`src/rtl/pipe_pkg.sv`:
```
// -----------------------------------------------------------------------------
// pipe_pkg
// Shared definitions for the pipe_stage block:
//   state_t  - occupancy state of the stage (EMPTY / ONE / FULL)
//   CNT_W    - width of the bubble-cycle counter
//   CNT_MAX  - saturation value of the bubble-cycle counter
//   sat_inc  - saturating increment used by the bubble counter
// -----------------------------------------------------------------------------
package pipe_pkg;

  typedef enum logic [1:0] {
    EMPTY = 2'd0,
    ONE   = 2'd1,
    FULL  = 2'd2
  } state_t;

  localparam int CNT_W = 16;
  localparam logic [CNT_W-1:0] CNT_MAX = 16'hFFFF;

  // Increment by one, sticking at CNT_MAX instead of wrapping.
  function automatic logic [CNT_W-1:0] sat_inc(input logic [CNT_W-1:0] value);
    logic [CNT_W-1:0] result;
    if (value == CNT_MAX) begin
      result = value;
    end else begin
      result = value + 16'd1;
    end
    return result;
  endfunction

endpackage

```
`src/rtl/pipe_hold_reg.sv`:
```
// -----------------------------------------------------------------------------
// pipe_hold_reg
// One storage slot of the pipe stage: a payload register plus a control
// register. The payload has no reset; the control field is cleared
// synchronously so a discarded entry can never leak stale control bits.
// Ports:
//   clk        in   clock
//   load       in   capture data/ctrl at the next rising edge
//   clr        in   clear the control field (wins over load)
//   data       in   payload to capture
//   ctrl       in   control to capture
//   held_data  out  stored payload
//   held_ctrl  out  stored control
// -----------------------------------------------------------------------------
module pipe_hold_reg
  import pipe_pkg::*;
#(
  parameter int WIDTH  = 64,
  parameter int CTRL_W = 8
) (
  input  logic              clk,
  input  logic              load,
  input  logic              clr,
  input  logic [WIDTH-1:0]  data,
  input  logic [CTRL_W-1:0] ctrl,
  output logic [WIDTH-1:0]  held_data,
  output logic [CTRL_W-1:0] held_ctrl
);

  // Payload capture; no reset on the datapath.
  always_ff @(posedge clk) begin
    if (load) begin
      held_data <= data;
    end else begin
      held_data <= held_data;
    end
  end

  // Control capture with synchronous clear.
  always_ff @(posedge clk) begin
    if (clr) begin
      held_ctrl <= '0;
    end else if (load) begin
      held_ctrl <= ctrl;
    end else begin
      held_ctrl <= held_ctrl;
    end
  end

endmodule

```
`src/rtl/pipe_stage.sv`:
```
// -----------------------------------------------------------------------------
// pipe_stage
// Valid/ready pipeline stage with stall, flush and a bubble counter.
// SKID=1: two entries (main + skid), ready_o does not depend on ready_i.
// SKID=0: single entry, ready_o = ~stall_i & (~valid_o | ready_i).
// Ports:
//   clk_i         in   clock
//   rst_i         in   synchronous active-high reset
//   valid_i       in   upstream presents an entry
//   ready_o       out  stage accepts an entry this cycle
//   data_i        in   upstream payload
//   ctrl_i        in   upstream control
//   stall_i       in   freeze the stage
//   flush_i       in   discard all held entries
//   valid_o       out  head entry valid
//   ready_i       in   downstream consumes the head entry
//   data_o        out  head payload
//   ctrl_o        out  head control, zero when valid_o=0
//   bubble_cnt_o  out  saturating count of cycles with valid_o=0
// -----------------------------------------------------------------------------
module pipe_stage
  import pipe_pkg::*;
#(
  parameter int WIDTH  = 64,
  parameter int CTRL_W = 8,
  parameter int SKID   = 1
) (
  input  logic              clk_i,
  input  logic              rst_i,
  input  logic              valid_i,
  output logic              ready_o,
  input  logic [WIDTH-1:0]  data_i,
  input  logic [CTRL_W-1:0] ctrl_i,
  input  logic              stall_i,
  input  logic              flush_i,
  output logic              valid_o,
  input  logic              ready_i,
  output logic [WIDTH-1:0]  data_o,
  output logic [CTRL_W-1:0] ctrl_o,
  output logic [CNT_W-1:0]  bubble_cnt_o
);

  state_t            state;
  state_t            state_nxt;
  logic              acc;
  logic              rel;
  logic              main_load;
  logic              main_from_skid;
  logic              skid_load;
  logic              clr;
  logic [WIDTH-1:0]  main_d_data;
  logic [CTRL_W-1:0] main_d_ctrl;
  logic [WIDTH-1:0]  main_data;
  logic [CTRL_W-1:0] main_ctrl;
  logic [WIDTH-1:0]  skid_data;
  logic [CTRL_W-1:0] skid_ctrl;
  logic [CNT_W-1:0]  bubble_cnt;

  assign valid_o = (state == ONE) || (state == FULL);

  // Accept side: only registered state, stall and reset feed ready_o.
  // In skid mode ready_i is deliberately left out to break the ready chain.
  always_comb begin
    ready_o = 1'b0;
    if (SKID != 0) begin
      ready_o = ~rst_i & ~stall_i & (state != FULL);
    end else begin
      ready_o = ~rst_i & ~stall_i & (~valid_o | ready_i);
    end
  end

  assign acc = valid_i & ready_o;
  assign rel = valid_o & ready_i & ~stall_i;
  assign clr = rst_i | flush_i;

  // Next-state and register-load decode; reset/flush beat stall beat flow.
  always_comb begin
    state_nxt      = state;
    main_load      = 1'b0;
    main_from_skid = 1'b0;
    skid_load      = 1'b0;
    if (clr) begin
      state_nxt = EMPTY;
    end else if (stall_i) begin
      state_nxt = state;
    end else begin
      case (state)
        EMPTY: begin
          if (acc) begin
            state_nxt = ONE;
            main_load = 1'b1;
          end else begin
            state_nxt = EMPTY;
          end
        end
        ONE: begin
          if (acc && rel) begin
            state_nxt = ONE;
            main_load = 1'b1;
          end else if (acc) begin
            // Only reachable in skid mode: park the newcomer behind the head.
            if (SKID != 0) begin
              state_nxt = FULL;
              skid_load = 1'b1;
            end else begin
              state_nxt = ONE;
            end
          end else if (rel) begin
            state_nxt = EMPTY;
          end else begin
            state_nxt = ONE;
          end
        end
        FULL: begin
          if (rel) begin
            state_nxt      = ONE;
            main_load      = 1'b1;
            main_from_skid = 1'b1;
          end else begin
            state_nxt = FULL;
          end
        end
        default: begin
          state_nxt = EMPTY;
        end
      endcase
    end
  end

  // Main register refills from the skid slot when draining FULL, else from input.
  always_comb begin
    if (main_from_skid) begin
      main_d_data = skid_data;
      main_d_ctrl = skid_ctrl;
    end else begin
      main_d_data = data_i;
      main_d_ctrl = ctrl_i;
    end
  end

  // State register.
  always_ff @(posedge clk_i) begin
    if (rst_i) begin
      state <= EMPTY;
    end else begin
      state <= state_nxt;
    end
  end

  // Bubble counter: counts edges on which no valid head was presented.
  always_ff @(posedge clk_i) begin
    if (rst_i) begin
      bubble_cnt <= '0;
    end else if (!valid_o) begin
      bubble_cnt <= sat_inc(bubble_cnt);
    end else begin
      bubble_cnt <= bubble_cnt;
    end
  end

  assign bubble_cnt_o = bubble_cnt;

  pipe_hold_reg #(
    .WIDTH  (WIDTH),
    .CTRL_W (CTRL_W)
  ) u_main (
    .clk       (clk_i),
    .load      (main_load),
    .clr       (clr),
    .data      (main_d_data),
    .ctrl      (main_d_ctrl),
    .held_data (main_data),
    .held_ctrl (main_ctrl)
  );

  pipe_hold_reg #(
    .WIDTH  (WIDTH),
    .CTRL_W (CTRL_W)
  ) u_skid (
    .clk       (clk_i),
    .load      (skid_load),
    .clr       (clr),
    .data      (data_i),
    .ctrl      (ctrl_i),
    .held_data (skid_data),
    .held_ctrl (skid_ctrl)
  );

  assign data_o = main_data;
  // Control is masked so a bubble never carries live control bits.
  assign ctrl_o = valid_o ? main_ctrl : '0;

endmodule

```
`config.mk`:
```
export PLATFORM = sky130hd
export DESIGN_NAME = pipe_stage
export DESIGN_NICKNAME = d
export VERILOG_FILES = /design/src/rtl/pipe_pkg.sv /design/src/rtl/pipe_hold_reg.sv /design/src/rtl/pipe_stage.sv
export SDC_FILE = /design/constraint.sdc
export NUM_CORES = 1
export LEC_CHECK = 0
export ABC_AREA = 1
export CORE_MARGIN = 4
export CORE_UTILIZATION = 44
export DETAILED_ROUTE_END_ITERATION = 8
export GPL_ROUTABILITY_DRIVEN = 0
export GPL_TIMING_DRIVEN = 0
export PLACE_DENSITY = 0.79
export SYNTH_ARGS = -nofsm -noshare
export SYNTH_HDL_FRONTEND = slang
export SYNTH_SLANG_ARGS = --single-unit
```
`constraint.sdc`:
```
create_clock -name clk_i -period 3.4 [get_ports clk_i]
set_clock_uncertainty 0.2 [all_clocks]
set_input_delay 0.68 -clock clk_i [delete_from_list [all_inputs] [get_ports clk_i]]
set_output_delay 0.68 -clock clk_i [all_outputs]
set_load 0.05 [all_outputs]
```
After elaboration in Yosys (flattened, before gate mapping). Cells that the tools add are included.

Bits in registers: 162. Input bits: 78. Output and inout port bits: 90. Word-level logic and storage cells: 48.

$add $sub $neg: 1. Equal/unequal tests: 4. Multiplexer cells: 22. Bitwise operators: 10. Reductions and logical operators: 5.

Operators with widths (number): $mux W64 (1); $add A16 B1 Y16 const B (1); $eq A16 B16 Y1 const B (1); $mux W8 (2); $mux W1 (14); $mux W2 (3); $pmux W2 S3 (1); $and A1 B1 Y1 (5); $not A1 Y1 (4); $pmux W1 S3 (1); $eq A2 B1 Y1 const B (1); $eq A2 B2 Y1 const B (1); $logic_not A2 Y1 (1); $ne A2 B2 Y1 const B (1); $reduce_and A2 Y1 (1); $reduce_or A2 Y1 (1); $logic_and A1 B1 Y1 (1); $logic_or A1 B1 Y1 (1); $or A1 B1 Y1 (1).

Depth between registers and ports, before layout.
Word-level depth: 9. Gate-level depth with buffers: 12. Gate-level depth less buffers: 12.

Modules after synthesis. Synthesis repeated with hierarchy kept, for this count alone.

Cell total of the unflattened synthesis: 674. Area total of the unflattened synthesis: 6830.3 um^2.

By module, submodules not included: pipe_hold_reg (times used 2, cells an instance 115, area each 2263.4 um^2); pipe_stage (times used 1, cells an instance 444, area each 2303.5 um^2).

Worst setup path before layout. No wires, ideal clock.

Path type: input port to flip-flop. From: in stall_i. To: reg u_main.held_data[0], enable pin. Arrival: 3159 ps. Data required time: 2807 ps. Setup slack: -352 ps. Stages: 8. Path through: nor3_1 -> nand2_1 -> inv_1 -> ha_1 -> nand2_1 -> nand3_1 -> nand2_2 -> inv_2.

Word-level cells in the longest chain between the ends: 9.

Ends and longest elaborated chain: start, declared (line pipe_stage.sv:34) `input logic stall_i,`; $not A1 Y1 (line pipe_stage.sv:66, pipe_stage.sv:73); $and A1 B1 Y1; $and A1 B1 Y1 (line pipe_stage.sv:66) `ready_o = ~rst_i & ~stall_i & (state != FULL);`; $and A1 B1 Y1 (line pipe_stage.sv:72) `assign acc = valid_i & ready_o;`; $logic_and A1 B1 Y1 (line pipe_stage.sv:97) `if (acc && rel) begin`; $mux W1 (line pipe_stage.sv:97); $pmux W1 S3 (line pipe_stage.sv:87) `case (state)`; $mux W1 * (line pipe_stage.sv:84) `end else if (stall_i) begin`; $mux W1 * (line pipe_stage.sv:82) `if (clr) begin`; net main_load (line pipe_stage.sv:47) `logic main_load;`; end signal, assigned (line pipe_hold_reg.sv:33) `held_data <= data;`; end signal, assigned (line pipe_hold_reg.sv:35) `held_data <= held_data;`; end, declared (line pipe_hold_reg.sv:26) `output logic [WIDTH-1:0] held_data,`.

Mark *: on every way through the listed nets, which the timed path passes. The rest lies on a longest branch. A chain may end at the register's enable or synchronous reset.

Final worst setup path.
From: in stall_i. To: out ready_o.

Word-level cells in the longest chain between the ends: 3.

Ends and longest elaborated chain: $not A1 Y1 (line pipe_stage.sv:66); $and A1 B1 Y1; $and A1 B1 Y1 (line pipe_stage.sv:66); end, declared (line pipe_stage.sv:31) `output logic ready_o,`.

No other way between the ends.

==> run_results.csv <==
group,metric,value,unit
sta,final_max_slew_viol_count,0,
critical_path,cp_max_fo,7,
layout,final_area,0.00894,mm^2
route,drc,0,
synthesis,postSynth.asyncResetShare,0,
layout,seqCellArea,0.00452,mm^2
die,fp.dieW,129,um
synthesis,synth_edf_count,128,
critical_path,rr_startpoint,"state[0]$_SDFFE_PP0N_",
flow_run,cap_violations,0,
sta,setup_viol,0,
route,dr.pass1.iters,5,
clocking,root_buffer,"clkbuf_16",
pwr,p_per_area,469,mW/mm^2
synthesis,syn_inst,489,
critical_path,crit_start,"stall_i",
critical_path,end_kind,"output port",
critical_path,rr_endpoint,"u_skid.held_data[37]$_DFFE_PP_",
route,routedWlPerCell,17.2,um
pwr,cellLeakagePower,3.17,nW
global_routing,grt_usage,0.181,
critical_path,crit_required,2.52,ns
route,ant_nets,0,
layout,fill_cells,1099,
clocking,clkLatencyLatePin,0.43,ns
route,drtIter0Drc,297,
sta,timing.fmax,307,MHz
synthesis,synth_seq_area_share,0.701,
synthesis,ys_types,26,
sta,min_period,3.25,ns
clocking,cts_sinks,162,
global_routing,antenna_found_initial,0,
worst_hold_path,holdPathStages,2,
die,start_util,0.446,
synthesis,syn_area,0.00646,mm^2
synthesis,synth_fp_nets,573,
die,dieArea,0.0167,mm^2
route,vias,4488,
clocking,cts.clk_slew.worst_paths,0.06,ns
sta,fin_ws,0.147,ns
sta,period_share,0.957,
die,ios,168,
critical_path,cp.arrival,2.37,ns
critical_path,startpoint_type,"primary input",
layout,area_growth,38.5,%
global_routing,grt_first_pass_wirelength,23.3,mm
clocking,clockBufferDepth,2,
place,port_buffers,167,
layout,num_antenna_cells,0,
synthesis,yosysWarnings,0,
pwr,ir_drop,339,uV
synthesis,synth_flop_cell,"edfxtp_1",
worst_hold_path,hp-start,"u_skid.held_ctrl[7]$_SDFFE_PN0P_",
route,wirelength,15.0,mm
layout,mostFrequentLayoutCells,"159 x clkdlybuf4s50_1, 128 x edfxtp_1, 86 x nand2_1",
critical_path,r2r_setup_slack,0.19,ns
layout,nNetsFinal,760,
global_routing,grt-ovfl-total,0,
clocking,cts_tree,"yes",
die,num_rows,44,
layout,drive_above_1_share,0.0813,
run_status,status,"complete, no violations",
place,dp_hpwl,10.4,mm
worst_hold_path,hp-class,"register to register",
place,place_area,0.00839,mm^2
route,vias_per_cell,5.14,
sta,worst_pin_slew,0.937,ns
global_routing,grt_max_degree,72,
global_routing,grt_pass1_vias,4563,
die,dieHeight,129,um
layout,multi_input_area,0.00173,mm^2
sta,slew_headroom,0.375,
synthesis,syn_area_per_cell,13.2,um^2
sta,hold_viol,0,
die,coreArea,0.0145,mm^2
critical_path,timing_worst_setup_path_type,"primary input to output port",
synthesis,synth-seq-cells,162,
clocking,cts_buffers,17,
sta,rsz0062_at_grt,"no",
place,place_ws,-0.149,ns
clocking,htreeDepth,4,
critical_path,ff2ff_path_depth,9,
layout,final_common_cell,"clkdlybuf4s50_1",
worst_hold_path,hold-path-endpoint,"u_skid.held_ctrl[7]$_SDFFE_PN0P_",
## layer usage
metal | share of wire | up-vias | GRT usage | routed length (um)
met1 | 0.41 | 2153 | 0.220 | 6120
met4 | 0.024 | 0 | 0.0784 | 361
met2 | 0.49 | 212 | 0.299 | 7280
met5 | 0 | - | 0 | 0
li1 | - | 2093 | - | -
met3 | 0.083 | 30 | 0.0532 | 1250
## cell usage after synthesis (2+ instances only)
library cell / instances / share of area
edfxtp_1: 128 / 0.60
nand2_1: 86 / 0.050
mux2_1: 64 / 0.11
nor2_1: 40 / 0.023
dfxtp_1: 34 / 0.11
inv_1: 33 / 0.019
o21ai_0: 27 / 0.021
a21oi_1: 19 / 0.015
buf_2: 10 / 0.0078
nand3_1: 10 / 0.0078
ha_1: 6 / 0.012
nand4_1: 5 / 0.0048
clkbuf_1: 4 / 0.0023
nor2_2: 4 / 0.0039
inv_2: 3 / 0.0017
xnor2_1: 3 / 0.0041
xor2_1: 3 / 0.0041
o21ai_1: 2 / 0.0016
## worst max path at each step
stage	to	slack, ns	depth (start not counted)
2_1_floorplan	u_main.held_data[0]$_DFFE_PP_	0.12	8
3_3_place_gp	u_skid.held_data[26]$_DFFE_PP_	-0.70	6
3_5_place_dp	u_skid.held_data[10]$_DFFE_PP_	-0.15	8
4_1_cts	ctrl_o[2]	0.003	6
5_1_grt	u_skid.held_data[29]$_DFFE_PP_	0.05	9
6_report	ready_o	0.15	3
## critical path, cell delays in order
cell and delay [ns]:
clkdlybuf4s50_1 0.57, nor3_2 0.28, clkdlybuf4s50_1 0.84
## through the flow
stage | total power [mW] | std cells | setup TNS (ns) | hold WS [ns] | util
final | 4.19 | 873 | 0 | 0.259 | 0.618
after global routing | 4.34 | 873 | 0 | 0.280 | 0.618
after CTS | 4.23 | 873 | 0 | 0.253 | 0.618
after detailed placement | 2.42 | 841 | -7.37 | 0.243 | 0.579
after global placement | 2.41 | 840 | -74.12 | 0.237 | 0.578
after floorplan | 2.28 | 489 | 0 | 0.224 | -
## flip-flops by register name, indices dropped and copies added (netlist names)
name,cells
u_main.held_data,64
state,2
u_main.held_ctrl,8
u_skid.held_ctrl,8
bubble_cnt_o,16
u_skid.held_data,64
## logic make-up (layout without fill, tap and decap cells)
kind of cell / Yosys count / after routing / synth area share
adders and majority gates: 6 / 6 / 0.0116
AOI/OAI and AO/OA: 49 / 49 / 0.0384
muxes: 64 / 64 / 0.112
and+or+nand+nor: 151 / 151 / 0.0967
xor gates and xnor gates: 6 / 6 / 0.00814
DFF: 162 / 162 / 0.701
buffers and inverters: 51 / 251 / 0.0328
## power by group
part           leakage (nW)  internal (mW)  total, mW  switching (mW)
registers              1.43           2.14       2.15         0.00684
clock network         0.265           1.02       1.82           0.802
logic                  1.48          0.123      0.224           0.101
## cell type report
| type | instances | area share |
|---|---|---|
| clock buffers | 18 | 0.0480 |
| plain buffers | 15 | 0.00867 |
| inverters | 36 | 0.0158 |
| well taps | 184 | 0.0257 |
| repair buffers | 168 | 0.188 |
| multi-input cells | 276 | 0.193 |
| flip-flops and latches | 162 | 0.506 |
| clock inverters | 14 | 0.0145 |
## repair_timing
action / CTS / global route
endpoints found under the setup margin: 8 / 1
resized for setup: 8 / 1
buffers inserted: 0 / 0
endpoints found under the hold margin: 0 / 0
hold buffers: 0 / 0
Power figures use the tool's default switching activity.
